<file path="src/rtl/btn_press_encoder.sv">
`default_nettype none
// ============================================================================
// Module   : btn_press_encoder
// Brief    : Synchronises and debounces three raw game buttons, encodes each
//            accepted press into a 2-bit code and hands it to the game
//            controller as a single valid/ready transaction per press.
// Revision : 1.0 - initial release
// ============================================================================
module btn_press_encoder #(
    parameter int DEBOUNCE_CYCLES = 500000,
    parameter int CNT_W           = 20,
    parameter bit BTN_ACTIVE_LOW  = 1'b0
) (
    input  logic       clock,
    input  logic       reset,
    input  logic [2:0] btn,
    input  logic       press_ready,
    output logic       press_valid,
    output logic [1:0] press_code,
    output logic       multi_err,
    output logic       busy
);

    // FSM state encoding
    localparam logic [2:0] S_IDLE             = 3'd0;
    localparam logic [2:0] S_DEBOUNCE         = 3'd1;
    localparam logic [2:0] S_WAIT_ACCEPT      = 3'd2;
    localparam logic [2:0] S_WAIT_RELEASE     = 3'd3;
    localparam logic [2:0] S_RELEASE_DEBOUNCE = 3'd4;

    // Terminal count: the compare value reached after DEBOUNCE_CYCLES stable cycles
    localparam logic [CNT_W-1:0] c_CNT_LAST   = CNT_W'(DEBOUNCE_CYCLES - 1);
    localparam logic [CNT_W-1:0] c_CNT_ZERO   = '0;
    localparam logic [CNT_W-1:0] c_CNT_ONE    = {{(CNT_W-1){1'b0}}, 1'b1};
    // Inversion mask so that the rest of the design always sees 1 = pressed
    localparam logic [2:0]       c_BTN_INVERT = {3{BTN_ACTIVE_LOW}};

    logic [2:0]       r_sync1;
    logic [2:0]       r_sync2;
    logic [2:0]       r_state;
    logic [2:0]       r_cand;
    logic [CNT_W-1:0] r_cnt;
    logic             r_press_valid;
    logic [1:0]       r_press_code;
    logic             r_multi_err;
    logic             r_busy;

    logic [2:0]       w_btn_norm;
    logic [2:0]       w_s;
    logic             w_any;
    logic             w_one_hot;
    logic             w_cnt_done;
    logic [1:0]       w_cand_code;

    assign w_btn_norm = btn ^ c_BTN_INVERT;
    assign w_s        = r_sync2;
    assign w_any      = |w_s;
    assign w_one_hot  = (w_s == 3'b001) || (w_s == 3'b010) || (w_s == 3'b100);
    assign w_cnt_done = (r_cnt == c_CNT_LAST);

    // Map the latched one-hot candidate onto the game's sequence numbering
    always_comb begin
        w_cand_code = 2'd0;
        case (r_cand)
            3'b001:  w_cand_code = 2'd0;
            3'b010:  w_cand_code = 2'd1;
            3'b100:  w_cand_code = 2'd2;
            default: w_cand_code = 2'd0;
        endcase
    end

    // Two-flop synchroniser per button bit for the asynchronous pin inputs
    always_ff @(posedge clock or posedge reset) begin
        if (reset) begin
            r_sync1 <= 3'b000;
            r_sync2 <= 3'b000;
        end else begin
            r_sync1 <= w_btn_norm;
            r_sync2 <= r_sync1;
        end
    end

    // Press/release debounce FSM with registered handshake and status outputs
    always_ff @(posedge clock or posedge reset) begin
        if (reset) begin
            r_state       <= S_IDLE;
            r_cand        <= 3'b000;
            r_cnt         <= c_CNT_ZERO;
            r_press_valid <= 1'b0;
            r_press_code  <= 2'd0;
            r_multi_err   <= 1'b0;
            r_busy        <= 1'b0;
        end else begin
            // multi_err is a single-cycle pulse unless re-raised below
            r_multi_err <= 1'b0;

            case (r_state)
                S_IDLE: begin
                    if (w_one_hot) begin
                        r_cand  <= w_s;
                        r_cnt   <= c_CNT_ZERO;
                        r_state <= S_DEBOUNCE;
                        r_busy  <= 1'b1;
                    end else if (w_any) begin
                        // Chord from idle: flag it and wait for all buttons up
                        r_multi_err <= 1'b1;
                        r_state     <= S_WAIT_RELEASE;
                        r_busy      <= 1'b1;
                    end
                end

                S_DEBOUNCE: begin
                    if (w_s != r_cand) begin
                        // Bounce, early release or a second button: start over
                        r_cnt   <= c_CNT_ZERO;
                        r_state <= S_IDLE;
                        r_busy  <= 1'b0;
                    end else if (w_cnt_done) begin
                        r_press_valid <= 1'b1;
                        r_press_code  <= w_cand_code;
                        r_state       <= S_WAIT_ACCEPT;
                    end else begin
                        r_cnt <= r_cnt + c_CNT_ONE;
                    end
                end

                S_WAIT_ACCEPT: begin
                    // Code stays put regardless of the buttons until consumed
                    if (r_press_valid && press_ready) begin
                        r_press_valid <= 1'b0;
                        r_state       <= S_WAIT_RELEASE;
                    end
                end

                S_WAIT_RELEASE: begin
                    if (!w_any) begin
                        r_cnt   <= c_CNT_ZERO;
                        r_state <= S_RELEASE_DEBOUNCE;
                    end
                end

                S_RELEASE_DEBOUNCE: begin
                    if (w_any) begin
                        // Any activity while releasing restarts the release wait
                        r_state <= S_WAIT_RELEASE;
                    end else if (w_cnt_done) begin
                        r_state <= S_IDLE;
                        r_busy  <= 1'b0;
                    end else begin
                        r_cnt <= r_cnt + c_CNT_ONE;
                    end
                end

                default: begin
                    r_state       <= S_IDLE;
                    r_cnt         <= c_CNT_ZERO;
                    r_press_valid <= 1'b0;
                    r_busy        <= 1'b0;
                end
            endcase
        end
    end

    assign press_valid = r_press_valid;
    assign press_code  = r_press_code;
    assign multi_err   = r_multi_err;
    assign busy        = r_busy;

endmodule
`default_nettype wire

</file>
<file path="config.mk">
export PLATFORM = sky130hd
export DESIGN_NAME = btn_press_encoder
export DESIGN_NICKNAME = d
export VERILOG_FILES = /design/src/rtl/btn_press_encoder.sv
export SDC_FILE = /design/constraint.sdc
export NUM_CORES = 1
export LEC_CHECK = 0
export BUFFER_PORTS_ARGS = -buffer_cell sky130_fd_sc_hd__buf_2
export CORE_MARGIN = 2
export CORE_UTILIZATION = 50
export DETAILED_ROUTE_END_ITERATION = 10
export GPL_ROUTABILITY_DRIVEN = 0
export MAX_ROUTING_LAYER = met4
export PLACE_DENSITY_LB_ADDON = 0.3
export SLEW_MARGIN = 20
export SYNTH_ARGS = -nofsm -noshare
export SYNTH_HDL_FRONTEND = slang
export SYNTH_SLANG_ARGS = --single-unit
</file>
<file path="constraint.sdc">
create_clock -name clock -period 2.5 [get_ports clock]
set_clock_uncertainty 0.2 [all_clocks]
set_input_delay 0.375 -clock clock [delete_from_list [all_inputs] [get_ports clock]]
set_output_delay 0.375 -clock clock [all_outputs]
set_load 0.02 [all_outputs]
</file>
==> key figures <==
Logic synthesis
  • XOR/XNOR Fraction of Synth Area: 0.0222
  • Synth Instances: 205
  • Synth Register Bits: 37
  • Register area share after synthesis: 0.468
  • Main flop type after synthesis: dfrtp_1
  • Compound-Gate Fraction of Synth Area: 0.213
  • Simple-gate portion of the synthesized area: 0.206
  • Post-synthesis mux area share: 0.0494
  • Mapped Avg Cell Area: 9.64 um^2
  • Syn_nets: 212
  • Synth unique cells: 50
  • Yosys warns: 0
  • Post-synth EDFFs: 0
  • Largest family of logic cells by synthesized area: compound AO/OA/AOI/OAI gates
  • Adder-cell share of the synthesized area: 0.00633
  • Mapped Area: 1980 um^2
  • Async S/R FF share, synth: 1.00

STA
  • Final Hold Fails: 0
  • Max Freq: 422 MHz
  • Period Utilization, post-route: 0.947
  • Fin Hold WS: 154 ps
  • Max Slew Vio Count: 0
  • Setup TNS: 0 ps
  • Unrepaired setup endpoints after global routing: false
  • Least-Margin Pin Slew: 692 ps
  • Setup violators final: 0
  • Crit path time final: 2370 ps
  • Normalized max-slew margin: 0.539

CTS
  • H-tree level count: 2
  • CTS tree: yes
  • Later-pin clock latency in the skew report: 300 ps
  • Root buffer cell: clkbuf_8
  • Reg clk slew, reported paths: 80 ps
  • Post CTS Setup Buffer Count: 0
  • CTS buffer count: 5
  • Clock sink count: 37
  • Clock buffer depth: 2

Worst setup path
  • CP max-delay cell: dfrtp_1
  • Critical path class: flop to flop
  • RR Endpoint: press_code[1]
  • Most frequent CP cell: nand4_1
  • Crit path to: press_code[1]
  • Crit path DAT: 2350 ps
  • Setup crit start: r_cnt[0]
  • R2R Setup Slk: 130 ps
  • Req. time, crit path: 2480 ps
  • Reg-to-reg critical path startpoint: r_cnt[0]
  • CP startpoint kind: flop
  • Critical Path Max Stage Delay: 420 ps
  • CP Cell Sequence: ha_1 > nand4_1 > nor4_2 > nand4_1 > nor2_1 > mux2_2
  • Worst-path maximum fanout: 5
  • FF-to-FF path depth: 6
  • Critical Path Sink Type: flop

Floorplan
  • I/O pins: 11
  • Core ar.: 3740 um^2
  • Die area: 4470 um^2
  • Rows: 22
  • Initial Util: 0.528
  • Die Wd: 66.9 um
  • Die height: 66.9 um

Power and ir drop
  • Clock power frac: 0.275
  • Int Pwr: 1.06 mW
  • NetSw: 0.558 mW
  • Pleak: 0.946 nW
  • Part of the power in combinational logic: 0.269
  • Peak supply drop: 0.399 mV
  • P per Cell Area: 714 nW/um^2
  • Sequential group share of total power: 0.456
  • Sw frac: 0.345

GRT
  • Vias in the first global route: 1664
  • Met3 global-route usage: 0.0591
  • Tot GR Track Use: 0.235
  • Largest net degree at the start of global routing: 38
  • Gr busiest metal: met2
  • Met2 Resource Use GR: 0.368
  • Grt ovf: 0
  • Met1 usage in global routing: 0.292
  • Initial antenna violation count: 0
  • First-pass GRT wire length: 7.69 mm

Place
  • Buffers on Ports: 10
  • HPWL after detailed placement: 3.22 mm

Routing
  • Detailed-router iteration count before antenna repair: 5
  • DRC violations left: 0
  • Vias per cell: 6.21
  • DRT iter0 DRCs: 186
  • Final ANT Viol Nets: 0
  • Routed wire length per instance: 16.5 um
  • DR vias: 1713
  • Drt total wl: 4.55 mm

Layout
  • Most frequent cells in the layout: dfrtp_1, nand3_1, nand2_1
  • Share of layout cells above drive strength 1: 0.180
  • Most common cell after layout, fill and taps aside: dfrtp_1
  • Area grow syn2layout: 14.7%
  • Diode count: 0
  • Final nets: 234

Worst hold path
  • HP Class: flop to flop

Run status
  • Status: finished, final reports clean

Job
  • Maxcap violations: 0
[flip-flops by register name, indices dropped and copies added, names as in the netlist]
| signal | flops |
|---|---|
| busy | 1 |
| multi_err | 1 |
| press_code | 2 |
| press_valid | 1 |
| r_cand | 3 |
| r_cnt | 20 |
| r_state | 3 |
| r_sync1 | 3 |
| r_sync2 | 3 |
[stage by stage]
step                      instances   util  worst slack [ps]  area, um^2  total power, mW
after floorplan                 205      -               296        1980             1.05
after global placement          264  0.567               113        2120             1.14
after detailed placement        264  0.567             -6.72        2120             1.17
after CTS                       276  0.606               134        2270             1.62
after global routing            276  0.606              22.1        2270             1.70
final                           276  0.606               131        2270             1.62
[per-layer routing]
layer / routed length (um) / vias to the layer above
met5: 0 / -
met3: 285 / 11
met4: 91 / 0
li1: - / 816
met2: 2190 / 62
met1: 1980 / 824
[area by class of cell]
cell class	instances	area, um^2
inverter	4	15.0
tap	48	60.1
timing repair buffer	26	180
fill	322	1480
multi-input combinational	153	992
clock buffer	5	68.8
sequential	37	926
clock inverter	3	25.0
[synthesized netlist by cell type, types with 2 or more instances]
cell type	instances	area share
nor3_1	2	0.0051
mux2i_1	3	0.015
nand2_1	15	0.028
buf_2	5	0.013
a41oi_1	2	0.0089
a32oi_1	3	0.013
nor2_1	12	0.023
and3_1	3	0.0095
o21ai_1	13	0.033
mux2_2	5	0.028
clkbuf_1	5	0.0095
dfrtp_1	37	0.47
nand2b_1	4	0.013
o31ai_1	4	0.015
a31oi_1	5	0.016
a21oi_1	12	0.030
o21ai_0	8	0.020
xnor2_1	4	0.018
nor3b_1	3	0.011
nand4_1	7	0.022
and2_1	2	0.0063
inv_1	4	0.0076
nand3_1	17	0.043
a22oi_1	4	0.015
[kinds of logic (layout without fill, tap and decap cells)]
logic type                 count (synthesis)  after routing
and+or+nand+nor                           75             75
AOI/OAI and AO/OA                         63             63
DFF                                       37             37
buffers and inverters                     15             38
muxes                                      9              9
xor gates and xnor gates                   5              5
adders and majority gates                  1              1
[critical path: cells and delay by family (launching register included)]
| kind | cells | cell delay, ps |
|---|---|---|
| muxes | 1 | 390 |
| DFF | 1 | 420 |
| and+or+nand+nor | 4 | 970 |
| adders and majority gates | 1 | 280 |
[power groups by stage]
stage	combinational (mW)	sequential, mW	clock, mW
after detailed placement	0.416	0.749	0
final	0.436	0.738	0.445
after global placement	0.397	0.741	0
after global routing	0.473	0.748	0.480
after CTS	0.434	0.738	0.453
after floorplan	0.315	0.731	0
[what timing repair did]
item	in CTS	in global routing
resized for setup	1	0
setup endpoints to repair	4	0
hold endpoints to repair	40	0
hold buffers	4	0
[worst min path at each step]
stage	startpoint	end	slack (ps)	cells after the start
after global placement	r_sync1[2]	r_sync2[2]	140	0
final	r_sync1[1]	r_sync2[1]	150	0
after CTS	r_sync1[1]	r_sync2[1]	160	0
after global routing	r_sync1[1]	r_sync2[1]	170	0
after floorplan	r_sync1[0]	r_sync2[0]	130	0
after detailed placement	r_sync1[1]	r_sync2[1]	140	0
No activity file was read; power rests on OpenSTA's default activity.
